--- config.mk ---
export PLATFORM = sky130hd
export DESIGN_NAME = ram_reader
export DESIGN_NICKNAME = d
export VERILOG_FILES = /design/src/rtl/ram_reader_pkg.sv /design/src/rtl/ram_reader_byte_fifo.sv /design/src/rtl/ram_reader.sv
export SDC_FILE = /design/constraint.sdc
export NUM_CORES = 1
export LEC_CHECK = 0
export ABC_AREA = 0
export CAP_MARGIN = 20
export CORE_ASPECT_RATIO = 1.1
export CORE_UTILIZATION = 40
export CTS_CLUSTER_DIAMETER = 50
export DETAILED_ROUTE_END_ITERATION = 8
export PLACE_DENSITY = 0.61
export SYNTH_ARGS = -nofsm -noshare
export SYNTH_HDL_FRONTEND = slang
export SYNTH_HIERARCHICAL = 1
export SYNTH_SLANG_ARGS = --single-unit
--- constraint.sdc ---
create_clock -name clk -period 3.1 [get_ports clk]
set_input_delay 0.775 -clock clk [delete_from_list [all_inputs] [get_ports clk]]
set_output_delay 0.775 -clock clk [all_outputs]
set_load 0.005 [all_outputs]
--- src/rtl/ram_reader_pkg.sv ---
// ============================================================================
// Module      : ram_reader_pkg
// Description : Shared types and constants for the RAM read-side initiator.
// Revision    : 1.0 - initial release
// ============================================================================
`default_nettype none

package ram_reader_pkg;

  // Address width of the 8 KB system RAM, shared with the RAM and decoder.
  localparam int RAM_ADDR_WIDTH = 13;

  // Reader control states; ST_CSUM is only reachable with checksum enabled.
  typedef enum logic [1:0] {
    ST_IDLE  = 2'd0,
    ST_ISSUE = 2'd1,
    ST_DRAIN = 2'd2,
    ST_CSUM  = 2'd3
  } state_e;

  // Byte that brings the 8-bit sum of a stream back to zero.
  function automatic logic [7:0] csum_byte(input logic [7:0] sum);
    return 8'h00 - sum;
  endfunction

endpackage

`default_nettype wire

--- src/rtl/ram_reader_byte_fifo.sv ---
// ============================================================================
// Module      : byte_fifo
// Description : Small synchronous 8-bit FIFO with occupancy count. Storage is
//               not reset; only pointers and count are cleared.
// Revision    : 1.0 - initial release
// ============================================================================
`default_nettype none

module byte_fifo #(
  parameter int DEPTH = 4
) (
  input  logic                     clk,
  input  logic                     rst,
  input  logic                     push,
  input  logic [7:0]               push_data,
  input  logic                     pop,
  output logic [7:0]               pop_data,
  output logic [$clog2(DEPTH):0]   count,
  output logic                     empty
);

  localparam int PW = $clog2(DEPTH);
  localparam logic [PW:0] FULL_COUNT = (PW+1)'(DEPTH);

  logic [7:0]    mem_q [DEPTH];
  logic [PW-1:0] wr_ptr_q, wr_ptr_d;
  logic [PW-1:0] rd_ptr_q, rd_ptr_d;
  logic [PW:0]   count_q, count_d;
  logic          w_push_ok;
  logic          w_pop_ok;

  assign w_push_ok = push && (count_q != FULL_COUNT);
  assign w_pop_ok  = pop && (count_q != '0);

  assign pop_data = mem_q[rd_ptr_q];
  assign count    = count_q;
  assign empty    = (count_q == '0);

  // Pointer and occupancy update; power-of-two depth lets pointers wrap freely.
  always_comb begin
    wr_ptr_d = wr_ptr_q;
    rd_ptr_d = rd_ptr_q;
    if (w_push_ok) wr_ptr_d = wr_ptr_q + 1'b1;
    if (w_pop_ok)  rd_ptr_d = rd_ptr_q + 1'b1;
    count_d = count_q + (PW+1)'(w_push_ok) - (PW+1)'(w_pop_ok);
  end

  // Pointer/count registers.
  always_ff @(posedge clk or posedge rst) begin
    if (rst) begin
      wr_ptr_q <= '0;
      rd_ptr_q <= '0;
      count_q  <= '0;
    end else begin
      wr_ptr_q <= wr_ptr_d;
      rd_ptr_q <= rd_ptr_d;
      count_q  <= count_d;
    end
  end

  // Data storage write port.
  always_ff @(posedge clk) begin
    if (w_push_ok) mem_q[wr_ptr_q] <= push_data;
  end

endmodule

`default_nettype wire

--- src/rtl/ram_reader.sv ---
// ============================================================================
// Module      : ram_reader
// Description : Walks an address range of the system RAM through its
//               registered-read port and streams the bytes out on a
//               valid/ready interface. Reads are credit-limited against the
//               output FIFO so backpressure never loses data.
//               Optional: RAM_READER_CHECKSUM_EN appends a zero-sum byte.
// Revision    : 1.0 - initial release
// ============================================================================
`default_nettype none

module ram_reader
  import ram_reader_pkg::*;
#(
  parameter int ADDR_WIDTH = RAM_ADDR_WIDTH,
  parameter int FIFO_DEPTH = 4
) (
  input  logic                  clk,
  input  logic                  rst,
  input  logic                  start,
  input  logic [ADDR_WIDTH-1:0] start_addr,
  input  logic [ADDR_WIDTH:0]   length,
  output logic                  busy,
  output logic                  done,
  output logic [ADDR_WIDTH-1:0] ram_address,
  output logic                  ram_w_en,
  input  logic [7:0]            ram_dout,
  output logic [7:0]            tx_data,
  output logic                  tx_valid,
  input  logic                  tx_ready
);

  localparam int CW = $clog2(FIFO_DEPTH) + 1;

  state_e                state_q, state_d;
  logic [ADDR_WIDTH-1:0] ptr_q, ptr_d;
  logic [ADDR_WIDTH-1:0] last_addr_q, last_addr_d;
  logic [ADDR_WIDTH:0]   remaining_q, remaining_d;
  logic                  inflight_q, inflight_d;
  logic                  done_q, done_d;
`ifdef RAM_READER_CHECKSUM_EN
  logic [7:0]            sum_q, sum_d;
`endif

  logic                  w_issue;
  logic                  w_push;
  logic [7:0]            w_push_data;
  logic                  w_pop;
  logic                  w_credit_ok;
  logic                  w_drained;
  logic [CW:0]           w_used;
  logic [CW-1:0]         fifo_count;
  logic                  fifo_empty;
  logic [7:0]            fifo_head;

  // A read is outstanding from the cycle it is issued until its byte lands in
  // the FIFO, so credits count buffered bytes plus the one read in flight.
  assign w_used      = {1'b0, fifo_count} + (CW+1)'(inflight_q);
  assign w_credit_ok = (w_used < (CW+1)'(FIFO_DEPTH));
  assign w_pop       = tx_valid && tx_ready;
  // Empty after this edge: nothing arriving and the last buffered byte (if any) leaving.
  assign w_drained   = !inflight_q && (fifo_count == CW'(w_pop));

  assign busy        = (state_q != ST_IDLE);
  assign done        = done_q;
  assign ram_w_en    = 1'b0;
  assign ram_address = w_issue ? ptr_q : last_addr_q;
  assign tx_valid    = !fifo_empty;
  assign tx_data     = fifo_empty ? 8'h00 : fifo_head;
  assign inflight_d  = w_issue;

  // Next-state, issue control, counters and FIFO push selection.
  always_comb begin
    state_d     = state_q;
    ptr_d       = ptr_q;
    last_addr_d = last_addr_q;
    remaining_d = remaining_q;
    done_d      = 1'b0;
    w_issue     = 1'b0;
    w_push      = inflight_q;
    w_push_data = ram_dout;
`ifdef RAM_READER_CHECKSUM_EN
    sum_d = inflight_q ? (sum_q + ram_dout) : sum_q;
`endif
    case (state_q)
      ST_IDLE: begin
        if (start) begin
          ptr_d       = start_addr;
          remaining_d = length;
`ifdef RAM_READER_CHECKSUM_EN
          sum_d       = 8'h00;
          state_d     = (length == '0) ? ST_CSUM : ST_ISSUE;
`else
          state_d     = (length == '0) ? ST_DRAIN : ST_ISSUE;
`endif
        end
      end
      ST_ISSUE: begin
        if (w_credit_ok) begin
          w_issue     = 1'b1;
          last_addr_d = ptr_q;
          ptr_d       = ptr_q + 1'b1;
          remaining_d = remaining_q - 1'b1;
          if (remaining_q == (ADDR_WIDTH+1)'(1)) begin
`ifdef RAM_READER_CHECKSUM_EN
            state_d = ST_CSUM;
`else
            state_d = ST_DRAIN;
`endif
          end
        end
      end
`ifdef RAM_READER_CHECKSUM_EN
      ST_CSUM: begin
        // Wait until the last data byte has been summed and a slot is free.
        if (!inflight_q && (fifo_count < CW'(FIFO_DEPTH))) begin
          w_push      = 1'b1;
          w_push_data = csum_byte(sum_q);
          state_d     = ST_DRAIN;
        end
      end
`endif
      ST_DRAIN: begin
        if (w_drained) begin
          state_d = ST_IDLE;
          done_d  = 1'b1;
        end
      end
      default: state_d = ST_IDLE;
    endcase
  end

  // Control registers; reset abandons any transfer without a done pulse.
  always_ff @(posedge clk or posedge rst) begin
    if (rst) begin
      state_q     <= ST_IDLE;
      ptr_q       <= '0;
      last_addr_q <= '0;
      remaining_q <= '0;
      inflight_q  <= 1'b0;
      done_q      <= 1'b0;
    end else begin
      state_q     <= state_d;
      ptr_q       <= ptr_d;
      last_addr_q <= last_addr_d;
      remaining_q <= remaining_d;
      inflight_q  <= inflight_d;
      done_q      <= done_d;
    end
  end

`ifdef RAM_READER_CHECKSUM_EN
  // Running sum of every data byte pushed in the current transfer.
  always_ff @(posedge clk or posedge rst) begin
    if (rst) sum_q <= 8'h00;
    else     sum_q <= sum_d;
  end
`endif

  byte_fifo #(
    .DEPTH (FIFO_DEPTH)
  ) u_fifo (
    .clk       (clk),
    .rst       (rst),
    .push      (w_push),
    .push_data (w_push_data),
    .pop       (w_pop),
    .pop_data  (fifo_head),
    .count     (fifo_count),
    .empty     (fifo_empty)
  );

endmodule

`default_nettype wire
# --- Word-level counts from Yosys, hierarchy flattened ---
# Memory sizes are Yosys's and may differ from the RTL's.
# Cells that the tools add are included.
# W data, S select, Z words.
totals:
  out_inout_bits: 25
  ff_bits: 51
  ramBits: 32
  word_cells: 62
  input_bits: 39
  n_memories: 1
op_classes:
  magnitude_cmp: 1
  add_sub_neg: 7
  n_eq_ne: 9
  n_reduce_logical: 15
  mux: 20
mem_list:
  columns: ["name", "words", "width", "rd", "rd_clocked_by_memory_dff", "wr", "line", "source"]
  rows:
  - ["u_fifo.mem_q", 4, 8, 1, 0, 1, "ram_reader_byte_fifo.sv:25", "logic [7:0] mem_q [DEPTH];"]
op_table:
  columns: ["cell", "count"]
  rows:
  - ["$mux W13", 3]
  - ["$mux W14", 2]
  - ["$pmux W14 S2", 1]
  - ["$pmux W13 S2", 1]
  - ["$eq A14 B1 Y1 const B", 1]
  - ["$logic_not A14 Y1", 1]
  - ["$sub A14 B1 Y14 const B", 1]
  - ["$add A13 B1 Y13 const B", 1]
  - ["$mux W2", 5]
  - ["$mux W8", 1]
  - ["$ne A2 B2 Y1 const B", 4]
  - ["$mux W1", 6]
  - ["$pmux W2 S3", 1]
  - ["$add A2 B1 Y2 const B", 2]
  - ["$add A3 B1 Y4", 1]
  - ["$logic_and A1 B1 Y1", 4]
  - ["$lt A4 B3 Y1 const B", 1]
  - ["$reduce_and A4 Y1", 1]
  - ["$reduce_bool A2 Y1", 2]
  - ["$add A3 B1 Y3", 1]
  - ["$eq A3 B1 Y1", 1]
  - ["$logic_not A3 Y1", 1]
  - ["$ne A3 B3 Y1 const B", 1]
  - ["$reduce_and A3 Y1", 1]
  - ["7 further kinds", 8]

# --- Longest topological paths before layout ---
# Gate-level depths: netlist of the first run.
depth:
  word_depth: 7
  depth_mapped: 11
  depth_no_buf: 11

# --- Modules after synthesis ---
# Netlist of the first run, hierarchy kept.
by_module_without_submodules:
  columns: ["mod", "area_each_um2", "cells_each", "seq_area_each_um2", "instances"]
  rows:
  - ["ram_reader", 2571.2, 305, 1101.1, 1]
  - ["byte_fifo", 1630.3, 84, 1136.1, 1]

# --- Worst setup path after synthesis of the first run ---
# Ideal clock, no wire load.
synth_timing:
  path_type: "reg-to-reg"
  startpoint: "register u_fifo.count_q[1], in the netlist u_fifo/count[1]"
  endpoint: "register u_fifo.count_q[2], in the netlist u_fifo/count[2]"
  arrival_ns: 2.629
  t_required_ns: 2.965
  n_path_buf: 0
  synth_period_minus_slack_ns: 2.764
  setup_ns: 0.135
  path_stages_with_launch: 12
  slack_ns: 0.336
  cell_sequence: "dfrtp_1 -> nor3_1 -> nor2b_1 -> o31ai_1 -> inv_1 -> ha_1 -> inv_1 -> ha_1 -> inv_1 -> fa_1 -> xnor2_1 -> xnor2_1"
synth_via:
  elab_chain_len: 5
  word_cells_on_any_way: 9
  classes_between: "2 x add/sub; 1 x eq/ne; 6 x reduce/logical"
synth_rtl:
  columns: ["item", "line", "source"]
  rows:
  - ["start, declared", "ram_reader_byte_fifo.sv:28", "logic [PW:0] count_q, count_d;"]
  - ["start signal, assigned", "ram_reader_byte_fifo.sv:57", "count_q <= count_d;"]
  - ["$logic_not A3 Y1", "ram_reader_byte_fifo.sv:37", "assign empty = (count_q == '0);"]
  - ["named net fifo_empty", "ram_reader.sv:53", "logic fifo_empty;"]
  - ["$logic_not A1 Y1", "ram_reader.sv:68", "assign tx_valid = !fifo_empty;"]
  - ["$logic_and A1 B1 Y1", "ram_reader.sv:60", "assign w_pop = tx_valid && tx_ready;"]
  - ["named net w_pop", "ram_reader.sv:48", "logic w_pop;"]
  - ["$logic_and A1 B1 Y1", "ram_reader_byte_fifo.sv:33", "assign w_pop_ok = pop && (count_q != '0);"]
  - ["named net u_fifo.w_pop_ok", "ram_reader_byte_fifo.sv:30", "logic w_pop_ok;"]
  - ["$sub A3 B1 Y3", "ram_reader_byte_fifo.sv:45", "count_d = count_q + (PW+1)'(w_push_ok) - (PW+1)'(w_pop_ok);"]
  - ["named net u_fifo.count_d[2]", "ram_reader_byte_fifo.sv:28", null]
# The timed path passes the listed nets, and every way through them passes these cells.
# A chain may end at the register's enable or synchronous reset.

# --- Worst setup path after layout of the first run ---
layout_timing:
  startpoint: "register inflight_q"
  endpoint: "output port ram_address[3]"
layout_via:
  elab_chain_len: 5
layout_rtl:
  columns: ["item", "line", "source"]
  rows:
  - ["start, declared", "ram_reader.sv:39", "logic inflight_q, inflight_d;"]
  - ["start signal, assigned", "ram_reader.sv:147", "inflight_q <= inflight_d;"]
  - ["$add A3 B1 Y4", "ram_reader.sv:58", "assign w_used = {1'b0, fifo_count} + (CW+1)'(inflight_q);"]
  - ["$lt A4 B3 Y1", "ram_reader.sv:59", "assign w_credit_ok = (w_used < (CW+1)'(FIFO_DEPTH));"]
  - ["$mux W1", "ram_reader.sv:99", "if (w_credit_ok) begin"]
  - ["$mux W1", "ram_reader.sv:85", "case (state_q)"]
  - ["$mux W13", "ram_reader.sv:67", "assign ram_address = w_issue ? ptr_q : last_addr_q;"]
  - ["end, declared", "ram_reader.sv:25", "output logic [ADDR_WIDTH-1:0] ram_address,"]
# Every way passes these cells.

==> results of run 1 <==
Yosys cell counts, drive strengths merged (5+ instances only):
cell type and count:
nand2 65, dfrtp 51, edfxtp 32, a21oi 20, nor2 19, inv 18
o21ai 13, nand3 12, nor3 12, buf 11, o22ai 11, nor2b 10
ha 9, clkbuf 8, mux4 8, nand2b 7, nor4 6, o211ai 6
a211oi 5, and4 5
routing by layer:
layer / vias to the layer above / wire (um)
met5: - / 0
met4: 0 / 144
met3: 13 / 396
met2: 86 / 4820
met1: 1575 / 4340
li1: 1564 / -
cell type report:
type | instances | area (um2)
tap | 140 | 175
multi-input combinational | 269 | 1790
inverter | 18 | 67.6
fill | 924 | 4760
clock inverter | 6 | 113
sequential | 83 | 2240
timing repair buffer | 80 | 756
clock buffer | 10 | 128
final timing paths:
path                                   end  slack (ps)  cells past startpoint
setup / recovery            ram_address[3]         140                      6
hold / removal             last_addr_q[10]         470                      2
setup reg to reg           u_fifo/count[2]         630                     12
hold reg to reg            last_addr_q[10]         470                      2
max in group asynchronous         ptr_q[9]        1800                      3
min in group asynchronous  u_fifo/count[0]         700                      2
cell usage in the layout (no fill, tap or decap), types with 2 or more instances in the layout:
master                            synthesis  routed
sky130_fd_sc_hd__a211oi_1                 5       5
sky130_fd_sc_hd__a21oi_1                 20      20
sky130_fd_sc_hd__a2bb2oi_1                3       3
sky130_fd_sc_hd__a311oi_1                 3       3
sky130_fd_sc_hd__a31oi_1                  3       3
sky130_fd_sc_hd__and2_1                   3       3
sky130_fd_sc_hd__and3_1                   3       3
sky130_fd_sc_hd__and3b_1                  4       4
sky130_fd_sc_hd__and4_1                   4       4
sky130_fd_sc_hd__buf_4                    5      18
sky130_fd_sc_hd__bufinv_16                0       3
sky130_fd_sc_hd__clkbuf_8                 0       9
sky130_fd_sc_hd__clkdlybuf4s50_1          0      62
sky130_fd_sc_hd__dfrtp_1                 51      50
sky130_fd_sc_hd__edfxtp_1                32      32
sky130_fd_sc_hd__ha_1                     9       9
sky130_fd_sc_hd__inv_1                   18      17
sky130_fd_sc_hd__mux2i_1                  3       3
sky130_fd_sc_hd__mux4_2                   8       8
sky130_fd_sc_hd__nand2_1                 65      65
sky130_fd_sc_hd__nand2b_1                 7       7
sky130_fd_sc_hd__nand3_1                 11      11
sky130_fd_sc_hd__nand4_1                  3       3
sky130_fd_sc_hd__nand4bb_1                2       2
sky130_fd_sc_hd__nor2_1                  19      19
sky130_fd_sc_hd__nor2b_1                 10      10
sky130_fd_sc_hd__nor3_1                  11      11
sky130_fd_sc_hd__nor3b_1                  2       2
sky130_fd_sc_hd__nor4_1                   5       5
sky130_fd_sc_hd__o211ai_1                 6       6
sky130_fd_sc_hd__o21a_1                   2       2
sky130_fd_sc_hd__o21ai_0                 13      13
sky130_fd_sc_hd__o22ai_1                 11      11
sky130_fd_sc_hd__o32ai_1                  3       3
sky130_fd_sc_hd__xnor2_1                  4       4
sequential cells by signal (all words and copies together) (netlist names), 2 cells and up:
register / count
u_fifo/mem_q: 32
remaining_q: 14
last_addr_q: 13
ptr_q: 13
u_fifo/count: 3
state_q: 2
u_fifo/rd_ptr_q: 2
u_fifo/wr_ptr_q: 2
power by group:
group          switching [mW]  internal, mW
Combinational            1.07          1.15
Clock                   0.389         0.538
Sequential              0.382          1.56
kinds of logic after synthesis:
| logic type | Yosys count |
|---|---|
| multiplexers | 11 |
| AND/OR/NAND/NOR | 161 |
| other | 1 |
| buffers and inverters | 37 |
| flip-flops | 83 |
| adder cells (fa/ha/maj) | 10 |
| AO/OA/AOI/OAI | 81 |
| XOR/XNOR | 5 |
per-stage QoR:
stage                     worst slack, ps  std cells
final                                 142        606
after global routing                 5.13        606
after global placement                339        590
after floorplan                       336        389
after detailed placement              276        590
after CTS                            80.6        606
what timing repair did:
item / 4_1_cts / 5_1_grt
setup endpoints to repair: 0 / 2
hold endpoints to repair: 0 / 0
gates resized for setup: 0 / 1
tightest hold or removal path: stages, from the launching register on:
cell,delay (ps)
sky130_fd_sc_hd__dfrtp_1,330
sky130_fd_sc_hd__nand2_1,40
sky130_fd_sc_hd__nand2_1,70
==> results.md, run 1 <==
Synthesis:
- The fraction of post-synthesis cell area in the top cell type by area is 30.4%.
- The share of synthesized area spent on multiplexers is 5.00%.
- The cell area after technology mapping is 0.00420 mm2.
- The total number of yosys warnings is 6.
- The post-synthesis net count is 438.
- Summing the areas of all and, or, nand and nor instances in the mapped netlist gives 20.4% of the synthesized area.
- The sequential share of the synthesized area is 53.2%.
- The synthesized design spends more area on one cell type than any other, namely sky130_fd_sc_hd__dfrtp_1.
- The area fraction in compound gates after synthesis is 13.0%.
- The share of the synthesized netlist area taken by xor and xnor gates is 1.04%.
- The synthesized area per cell is 10.8 um2.
- The number of enable-type register cells in the synthesized netlist is 32.
- The most used flip-flop cell after synthesis is sky130_fd_sc_hd__dfrtp_1.
- The post-synthesis adder-cell area fraction is 3.16%.
- The synthesized instance count is 389.
- By area the synthesized netlist is led by sky130_fd_sc_hd__dfrtp_1 (30%), sky130_fd_sc_hd__edfxtp_1 (23%), sky130_fd_sc_hd__nand2_1 (5.8%), sky130_fd_sc_hd__mux4_2 (4.3%), sky130_fd_sc_hd__ha_1 (2.7%).
- The dominant combinational cell family by area after synthesis is simple AND/OR/NAND/NOR gates.
- The count of different cell masters after synthesis is 63.
- After synthesis the netlist holds a flip-flop and latch count of 83.
- The share of flip-flops with an asynchronous set or reset after synthesis is 61.4%.

Timing:
- Setup violations remaining at the end of the flow were counted as 0.
- The hold violation count in the final report is 0.
- Clock skew on the completed layout was measured at 13.0 ps.
- At the pin with the least slew margin, the transition time is 651 ps.
- Static timing analysis puts the maximum clock frequency at 338 MHz.
- The final critical delay including setup and external delays is 2960 ps.
- The setup TNS is 0 ps.
- The number of max-slew violations in the final report is 0.
- Setup repair after global routing left no endpoint under its margin.
- Hold timing on the final database bottoms out at a slack of 474 ps.
- The final critical path takes up 95.4% of the cycle.
- The worst-case headroom to the max-slew limit is 56.6%.

Floorplanning:
- The vertical extent of the die is 109 um.
- The number of placed I/O pins is 64.
- From left edge to right edge, the die measures 99.7 um.
- The die covers 0.0109 mm2.
- The initial core utilization is 41.9%.
- The core region is 0.0100 mm2.
- Row generation in the floorplan step produced 38 rows.

Setup path:
- The sort of element at the end of the critical path is a primary output.
- The class of the most critical setup path is register to primary output.
- The standard cell with the maximum stage delay on the critical path is sky130_fd_sc_hd__dfrtp_1.
- The arrival time at the worst endpoint is 2180 ps.
- The cell that appears most often on the critical path is sky130_fd_sc_hd__nand2_1.
- Together, buffers and inverters on the worst path number 2.
- In this design, the stage delay of the slowest critical-path cell is 550 ps.
- Along the worst path, the maximum fanout reaches 15.
- Walking the worst path, the cells encountered are nand3_1 > nand2_1 > buf_4 > nand2_1 > nand2_1 > clkdlybuf4s50_1.
- STA classifies the critical path startpoint as a register.
- The family with the most delay on the worst path is buffers and inverters.
- For the worst setup path, the data required time is 2320 ps.
- The critical path launch point is inflight_q.
- The startpoint identified for the worst register-to-register timing path is u_fifo/count[2].

Global route:
- Global routing used 19.2% of the available tracks across all layers.
- For this run the aggregate overflow at the end of global routing stands at 0.
- The number of global-route vias before repair is 3302.
- After global routing, the most crowded layer is met2.
- The first global-routing pass estimated 16.1 mm of wire.
- The maximum number of pins on one net before global-route repair is 45.
- For met3 alone, demand over resource in global routing was 3.43%.
- The global routing usage on met1 is 24.1%.
- The initial antenna violation count was 0.
- Global routing consumed, on the met2 layer, 33.0% of the routing resources.

Clocking:
- The longest clock path from root to sink contains 2 buffers.
- TritonCTS built the clock tree.
- The number of clock buffers added by TritonCTS is 9.
- Clock-pin slew was measured on the worst setup and hold paths at 80 ps.
- The maximum level of the CTS H-tree is 3.
- The clock root buffer master is sky130_fd_sc_hd__clkbuf_8.
- Clock latency on the worst-skew pair, taken at its later pin, is 350 ps.
- After clock tree synthesis, the flow added hold-fix buffers numbering 0.
- The total number of clock tree sinks is 83.
- In this run the post-CTS setup repair buffer count came out at 0.

Drt:
- The first TritonRoute pass finished after 4 iterations.
- The number of design rule violations left after detail routing is 0.
- For this block, the routed nets add up to 9.70 mm of wire.
- The number of vias per cell is 5.34.
- The remaining antenna violation count is 0.
- In this run, the number of DRC markers left after iteration 0 of detailed routing was 135.
- Summing over every cut layer, the via total after detailed routing is 3238.
- The per-cell routed wire length is 16.0 um.

Layout:
- The number of nets in the finished design is 510.
- The post-synthesis to final-layout area growth is 25.4%.
- The fraction of the core area covered by cells at the end of the flow is 52.5%.
- In the final layout, the share of cells above drive strength 1 is 11.4%.
- The finished cells cover 0.00527 mm2.
- The diode insertion count for antenna repair is 0.

Pwr:
- The peak supply drop is 0.000369 V.
- Dividing total power by cell area gives a power density of 965 mW/mm2.
- The static leakage is 2.10 nW.
- The total chip power is 5.08 mW.

Worst hold path:
- The startpoint of the worst hold path is last_addr_q[10].
- The path class of the tightest hold or removal check is register to register.

Job:
- The number of violations of the max-capacitance limit is 0.

Placed design:
- Routability-driven placement finished with a final weighted congestion of 0.841.
- The estimated wirelength of the detail-placed design is 7.00 mm.
- After detailed placement, the total cell area comes to 0.00503 mm2.
- The port buffer count is 62.

Run status:
- The run finished with clean final reports.
No activity file was read; power rests on OpenSTA's default activity.
==> run 2, diff against run 1 <==
--- a/config.mk
+++ b/config.mk
@@ -6,8 +6,8 @@
 export NUM_CORES = 1
 export LEC_CHECK = 0
 export ABC_AREA = 0
-export CAP_MARGIN = 20
 export CORE_ASPECT_RATIO = 1.1
+export CORE_MARGIN = 3
 export CORE_UTILIZATION = 40
 export CTS_CLUSTER_DIAMETER = 50
 export DETAILED_ROUTE_END_ITERATION = 8
==> results.md, run 2 (synthesis results as in run 1) <==
Timing:
- The final critical delay including setup and external delays is 2850 ps (was 2960 ps).
- Unrepaired setup endpoints after global routing: false (unchanged).
- The final period utilization is 91.8% (was 95.4%).
- The slew at the pin closest to its max-slew limit is 982 ps (was 651 ps).
- The hold violation count in the final report was 0 (unchanged).
- The number of max-slew violations in the final report was 0 (unchanged).
- The setup TNS is 0 ps (unchanged).
- The highest clock rate is 351 MHz (was 338 MHz).
- The worst-case headroom to the max-slew limit came to 34.1% (was 56.6%).
- The post-route worst hold slack was 472 ps (was 474 ps).
- The final setup violation count is 0 (unchanged).
- The worst-case clock skew was 10.8 ps (was 13.0 ps).

Worst hold path:
- The startpoint of the worst hold path is last_addr_q[10] (unchanged).
- The endpoint with the worst hold slack is last_addr_q[10] (unchanged).
- The type of the most critical hold path is register to register (unchanged).
- The worst hold path cell count came to 2 (unchanged).

Pwr:
- The part of the total power dissipated in sequential elements is 39.6% (was 38.1%).
- The static leakage is 2.07 nW (was 2.10 nW).
- The total chip power came to 4.97 mW (was 5.08 mW).
- The power density of the placed cells is 950 mW/mm2 (was 965 mW/mm2).
- The part of the power in the clock network is 16.0% (was 18.2%).
- The peak supply drop was 0.000373 V (was 0.000369 V).
- The internal power of the cells came to 3.09 mW (was 3.25 mW).
- The switching power was 1.88 mW (was 1.84 mW).
- The portion of total power attributed to combinational logic is 44.4% (was 43.6%).
- The switching share of total power came to 37.9% (was 36.1%).

Setup path:
- The most frequent cell on the critical path is sky130_fd_sc_hd__nand2_1 (unchanged).
- The number of buffers and inverters on the critical path is 2 (unchanged).
- The arrival time at the worst endpoint was 2070 ps (was 2180 ps).
- The reg-to-reg endpoint is u_fifo/count[2] (unchanged).
- The highest cell delay on the worst timing path is 520 ps (was 550 ps).
- The kind of start point of the critical path is a register (unchanged).
- The standard cell with the maximum stage delay on the critical path is sky130_fd_sc_hd__clkdlybuf4s50_1 (was sky130_fd_sc_hd__dfrtp_1).
- Critical path, cell by cell: nand3_1 > nand2_1 > buf_4 > nand2_1 > nand2_1 > clkdlybuf4s50_1 (unchanged).
- The class of the most critical setup path is register to primary output (unchanged).
- The start of the worst register-to-register path is u_fifo/count[1] (was u_fifo/count[2]).
- The required time of the critical path is 2320 ps (about the same).
- The setup slack on the worst flop-to-flop path is 700 ps (was 630 ps).
- The maximum fanout along the worst path came to 17 (was 15).
- The sort of element at the end of the critical path is a primary output (unchanged).
- The critical path launch point is u_fifo/count[0] (was inflight_q).
- The number of cells traversed by the worst register-to-register path came to 12 (unchanged).
- The family with the most delay on the worst path was buffers and inverters (unchanged).

Drt:
- The violation count after the first detailed-route iteration was 134 (was 135).
- The number of design rule violations left after detail routing was 0 (unchanged).
- The total wire length is 10.1 mm (was 9.70 mm).
- The number of detailed-routing iterations run before antenna repair was 4 (unchanged).
- The via count was 3309 (was 3238).
- The per-cell routed wire length is 16.7 um (was 16.0 um).
- The remaining antenna violation count is 0 (unchanged).
- The number of vias per cell came to 5.46 (was 5.34).

Layout:
- The register bank with the most flops is u_fifo/mem_q (unchanged).
- The number of nets in the finished design is 510 (unchanged).
- The number of flip-flops in the largest register was 32 (unchanged).
- The diode insertion count for antenna repair is 0 (unchanged).
- The most common cell after layout, fill and taps aside is sky130_fd_sc_hd__nand2_1 (unchanged).
- The final cell count without fillers is 606 (unchanged).
- The post-synthesis to final-layout area growth is 24.6% (was 25.4%).
- The fraction of layout instances using a drive strength above 1 was 12.0% (was 11.4%).
- The final non-filler cell area is 0.00524 mm2 (was 0.00527 mm2).
- Largest regs: u_fifo/mem_q (32), remaining_q (14) (unchanged).
- Highest-count cells in the layout ignoring fill and taps: sky130_fd_sc_hd__nand2_1 (65), sky130_fd_sc_hd__clkdlybuf4s50_1 (62), sky130_fd_sc_hd__dfrtp_1 (48), sky130_fd_sc_hd__edfxtp_1 (32), sky130_fd_sc_hd__a21oi_1 (20) (was sky130_fd_sc_hd__nand2_1 (65), sky130_fd_sc_hd__clkdlybuf4s50_1 (62), sky130_fd_sc_hd__dfrtp_1 (50), sky130_fd_sc_hd__edfxtp_1 (32), sky130_fd_sc_hd__a21oi_1 (20)).

Job:
- The number of violations of the max-capacitance limit is 0 (unchanged).

Clocking:
- The clock latency on the worst-skew pair is 350 ps (about the same).
- The TritonCTS clock tree is yes (unchanged).
- The total number of clock tree sinks is 83 (unchanged).
- The register clock-pin slew on the reported worst setup and hold paths came to 90 ps (was 80 ps).
- The clock tree buffer depth was 2 (unchanged).
- The number of buffers created by CTS came to 9 (unchanged).
- The clock root buffer master is sky130_fd_sc_hd__clkbuf_8 (unchanged).
- The maximum level of the CTS H-tree is 3 (unchanged).
- The count of buffers added by post-CTS timing repair for setup came to 0 (unchanged).

Global route:
- The maximum number of pins on one net before global-route repair is 27 (was 45).
- The number of global-route vias before repair was 3318 (was 3302).
- The sum of overflow across all layers after global routing is 0 (unchanged).
- The global router's overall resource usage is 18.1% (was 19.2%).
- The initial antenna violation count came to 0 (unchanged).
- The first-pass GRT wire length came to 17.0 mm (was 16.1 mm).

Placed design:
- The cell area reported after detailed placement is 0.00503 mm2 (unchanged).
- The number of cells in the design after placement is 590 (unchanged).
- The final weighted congestion of routability-driven global placement is 0.828 (was 0.841).
- The port buffer count is 62 (unchanged).
- The estimated wirelength of the detail-placed design is 7.22 mm (was 7.00 mm).

Floorplanning:
- The placeable core area is 0.0100 mm2 (unchanged).
- The initial core utilization is 41.9% (unchanged).
- The vertical extent of the die is 113 um (was 109 um).
- The number of placed I/O pins was 64 (unchanged).
- The die area came to 0.0118 mm2 (was 0.0109 mm2).
- The number of core rows is 38 (unchanged).
- The die boundary width is 104 um (was 99.7 um).

Run status:
- Outcome: completed (unchanged).
## run 2: cell count changes in the layout (fill, tap and decap cells not counted), sizes merged
cell,previous run,this run
bufinv,3,1
clkinvlp,0,2
## run 2: final cells by class
type                       count  area [um2]
clock inverter                 6        72.6
sequential                    83        2240
multi-input combinational    269        1790
inverter                      18        71.3
tap                          140         175
clock buffer                  10         128
timing repair buffer          80         756
fill                         927        4800
## run 2: worst reg2reg max path, cell delays in order, from the launching register on
cell	delay, ps
sky130_fd_sc_hd__dfrtp_1	380
sky130_fd_sc_hd__buf_4	180
sky130_fd_sc_hd__nor3_1	270
sky130_fd_sc_hd__nor2b_1	100
sky130_fd_sc_hd__o31ai_1	110
sky130_fd_sc_hd__inv_1	80
sky130_fd_sc_hd__ha_1	280
sky130_fd_sc_hd__inv_1	60
sky130_fd_sc_hd__ha_1	130
sky130_fd_sc_hd__inv_1	50
sky130_fd_sc_hd__fa_1	380
sky130_fd_sc_hd__xnor2_1	190
sky130_fd_sc_hd__xnor2_1	130
## run 2: worst max path at each step
stage / end / slack, ps / cells after the start
finish: ram_address[2] / 250 / 6
global route: ram_address[3] / 90 / 6
CTS: tx_data[4] / 50 / 3
detailed placement: u_fifo/count[2] / 270 / 11
global placement: u_fifo/count[2] / 340 / 11
floorplan: u_fifo/count[2] / 340 / 11
## run 2: per-stage QoR
stage | utilization (%) | setup WS (ps)
floorplan | - | 336
global placement | 50.1 | 336
detailed placement | 50.1 | 270
CTS | 52.1 | 49.4
global route | 52.2 | 89.6
finish | 52.2 | 253
## run 2: power by group through the flow
stage	Clock, mW	Combinational [mW]	Sequential, mW
floorplan	0	1.38	1.85
global placement	0	2.18	1.97
detailed placement	0	2.22	1.98
CTS	0.821	2.23	1.96
global route	0.868	2.48	2.04
finish	0.797	2.21	1.97
## run 2: what timing repair did
item / CTS / global route
gates resized for setup: 0 / 4
hold buffers: 0 / 0
setup endpoints to repair: 0 / 21
## run 2: per-layer routing
layer / global-route usage, % / vias to the layer above / share of wire (%)
met4: 7.54 / 0 / 2.2
met2: 30.4 / 100 / 49
met5: 0 / - / 0
li1: - / 1570 / -
met3: 2.60 / 17 / 4.3
met1: 23.9 / 1622 / 45
==> run 3, diff against run 2 <==
--- a/config.mk
+++ b/config.mk
@@ -11,7 +11,9 @@
 export CORE_UTILIZATION = 40
 export CTS_CLUSTER_DIAMETER = 50
 export DETAILED_ROUTE_END_ITERATION = 8
+export MAX_ROUTING_LAYER = met4
 export PLACE_DENSITY = 0.61
+export SKIP_LAST_GASP = 1
 export SYNTH_ARGS = -nofsm -noshare
 export SYNTH_HDL_FRONTEND = slang
 export SYNTH_HIERARCHICAL = 1
==> results.md, run 3 (synthesis results as in run 1) <==
Timing:
- The final setup violation count is 0 (unchanged).
- The final critical delay including setup and external delays is 2860 ps (was 2850 ps).
- The worst-case headroom to the max-slew limit is 34.4% (was 34.1%).
- The number of max-slew violations in the final report is 0 (unchanged).
- The slew at the pin closest to its max-slew limit was 979 ps (was 982 ps).
- The highest clock rate was 350 MHz (was 351 MHz).
- Unrepaired setup endpoints after global routing: false (unchanged).
- The hold violation count in the final report was 0 (unchanged).
- The worst-case clock skew was 10.7 ps (was 10.8 ps).
- The setup TNS is 0 ps (unchanged).
- The final period utilization is 92.1% (was 91.8%).

Setup path:
- The reg-to-reg endpoint is u_fifo/count[2] (unchanged).
- The required time of the critical path is 2320 ps (about the same).
- The sort of element at the end of the critical path is a primary output (unchanged).
- The arrival time at the worst endpoint came to 2080 ps (was 2070 ps).
- The critical path launch point is u_fifo/count[0] (unchanged).
- The setup slack on the worst flop-to-flop path is 700 ps (about the same).
- The number of cells traversed by the worst register-to-register path is 12 (unchanged).
- The last element of the critical path is ram_address[2] (unchanged).
- The maximum fanout along the worst path is 17 (unchanged).
- The kind of start point of the critical path is a register (unchanged).
- The class of the most critical setup path is register to primary output (unchanged).
- The start of the worst register-to-register path is u_fifo/count[1] (unchanged).

Floorplanning:
- The number of core rows is 38 (unchanged).
- The vertical extent of the die is 113 um (unchanged).
- The die boundary width is 104 um (unchanged).
- The number of placed I/O pins is 64 (unchanged).
- The placeable core area was 0.0100 mm2 (unchanged).
- The initial core utilization came to 41.9% (unchanged).
- The die area is 0.0118 mm2 (unchanged).

Clocking:
- The total number of clock tree sinks was 83 (unchanged).
- The count of buffers added by post-CTS timing repair for setup came to 0 (unchanged).
- The clock latency on the worst-skew pair is 360 ps (was 350 ps).
- The maximum level of the CTS H-tree came to 3 (unchanged).
- The clock tree buffer depth is 2 (unchanged).
- The number of buffers created by CTS came to 9 (unchanged).
- The TritonCTS clock tree is yes (unchanged).
- The register clock-pin slew on the reported worst setup and hold paths is 90 ps (about the same).
- The clock root buffer master is sky130_fd_sc_hd__clkbuf_8 (unchanged).

Layout:
- The most common cell after layout, fill and taps aside is sky130_fd_sc_hd__nand2_1 (unchanged).
- The number of nets in the finished design came to 510 (unchanged).
- Largest regs: u_fifo/mem_q (32), remaining_q (14) (unchanged).
- The number of filler cells placed in the layout came to 927 (unchanged).
- The number of flip-flops in the largest register is 32 (unchanged).
- The fraction of layout instances using a drive strength above 1 is 12.0% (unchanged).
- The register bank with the most flops is u_fifo/mem_q (unchanged).
- The fraction of the core area covered by cells at the end of the flow is 52.2% (unchanged).
- The diode insertion count for antenna repair is 0 (unchanged).
- The post-synthesis to final-layout area growth is 24.6% (unchanged).
- Highest-count cells in the layout ignoring fill and taps: sky130_fd_sc_hd__nand2_1 (65), sky130_fd_sc_hd__clkdlybuf4s50_1 (62), sky130_fd_sc_hd__dfrtp_1 (48), sky130_fd_sc_hd__edfxtp_1 (32), sky130_fd_sc_hd__a21oi_1 (20) (unchanged).

Drt:
- The met1 wire length is 4.56 mm (was 4.52 mm).
- The number of detailed-routing iterations run before antenna repair was 4 (unchanged).
- The number of design rule violations left after detail routing is 0 (unchanged).
- The remaining antenna violation count is 0 (unchanged).
- The total length of routed met2 wires is 4.97 mm (was 4.98 mm).
- The via count was 3286 (was 3309).
- The sum of met3 wire segment lengths after detailed routing was 405 um (was 432 um).
- The number of vias per cell was 5.42 (was 5.46).
- The per-cell routed wire length is 16.8 um (was 16.7 um).
- The total wire length is 10.2 mm (was 10.1 mm).
- The violation count after the first detailed-route iteration came to 155 (was 134).
- The highest metal layer with signal wires is met4 (unchanged).

Global route:
- The initial antenna violation count is 0 (unchanged).
- The global router's overall resource usage came to 18.7% (was 18.1%).
- The sum of overflow across all layers after global routing came to 0 (unchanged).
- The number of global-route vias before repair is 3316 (was 3318).
- The first-pass GRT wire length came to 17.1 mm (was 17.0 mm).
- The maximum number of pins on one net before global-route repair is 27 (unchanged).

Pwr:
- The peak supply drop is 0.000374 V (was 0.000373 V).
- The static leakage is 2.07 nW (unchanged).
- The power density of the placed cells is 951 mW/mm2 (was 950 mW/mm2).

Placed design:
- The final weighted congestion of routability-driven global placement is 0.840 (was 0.828).
- The estimated wirelength of the detail-placed design is 7.22 mm (unchanged).
- The port buffer count was 62 (unchanged).

Job:
- The number of violations of the max-capacitance limit came to 0 (unchanged).

Run status:
- Outcome: completed (unchanged).

Worst hold path:
- The type of the most critical hold path is register to register (unchanged).
run 3: per-layer routing:
layer,vias to the layer above,track usage (%)
li1,1570,-
met1,1621,24.0
met2,78,30.4
met3,17,2.49
met4,0,7.54
met5,-,-
run 3: per-stage QoR:
step	hold slack (ps)	total power, mW	cell area [um2]	worst slack, ps	instances
after floorplan	462	3.23	4200	336	389
after global placement	453	4.14	5030	336	590
after detailed placement	459	4.21	5030	270	590
after CTS	479	5.02	5230	49.4	606
after global routing	508	5.39	5240	89.6	606
final	472	4.98	5240	245	606
run 3: worst min-delay path by stage:
stage,from,endpoint,slack (ps),cells past startpoint
3_5_place_dp,last_addr_q[10],last_addr_q[10],460,2
5_1_grt,last_addr_q[8],last_addr_q[8],510,2
4_1_cts,last_addr_q[10],last_addr_q[10],480,2
2_1_floorplan,last_addr_q[10],last_addr_q[10],460,2
3_3_place_gp,last_addr_q[10],last_addr_q[10],450,2
6_report,last_addr_q[10],last_addr_q[10],470,2
run 3: layout make-up:
class | instances | area, um2 | area share (%)
multi-input cells | 269 | 1790 | 34.2
flip-flops and latches | 83 | 2240 | 42.8
repair buffers | 80 | 756 | 14.4
clock buffers | 10 | 128 | 2.44
well taps | 140 | 175 | 3.35
clock inverters | 6 | 72.6 | 1.39
inverters | 18 | 71.3 | 1.36
run 3: critical path, stage by stage, from the launching register on:
cell and delay, ps:
sky130_fd_sc_hd__dfrtp_2 500, sky130_fd_sc_hd__nand3_1 120, sky130_fd_sc_hd__nand2_1 140, sky130_fd_sc_hd__buf_4 260
sky130_fd_sc_hd__nand2_1 80, sky130_fd_sc_hd__nand2_1 100, sky130_fd_sc_hd__clkdlybuf4s50_1 520
run 3: timing repair:
| item | in CTS | in global routing |
|---|---|---|
| hold buffers | 0 | 0 |
| gates resized for setup | 0 | 4 |
| setup endpoints to repair | 0 | 21 |
run 3: power breakdown:
part	switching [mW]	internal [mW]	total, mW
sequential	0.410	1.56	1.97
clock	0.419	0.381	0.800
combinational	1.06	1.15	2.21
total	1.89	3.09	4.98
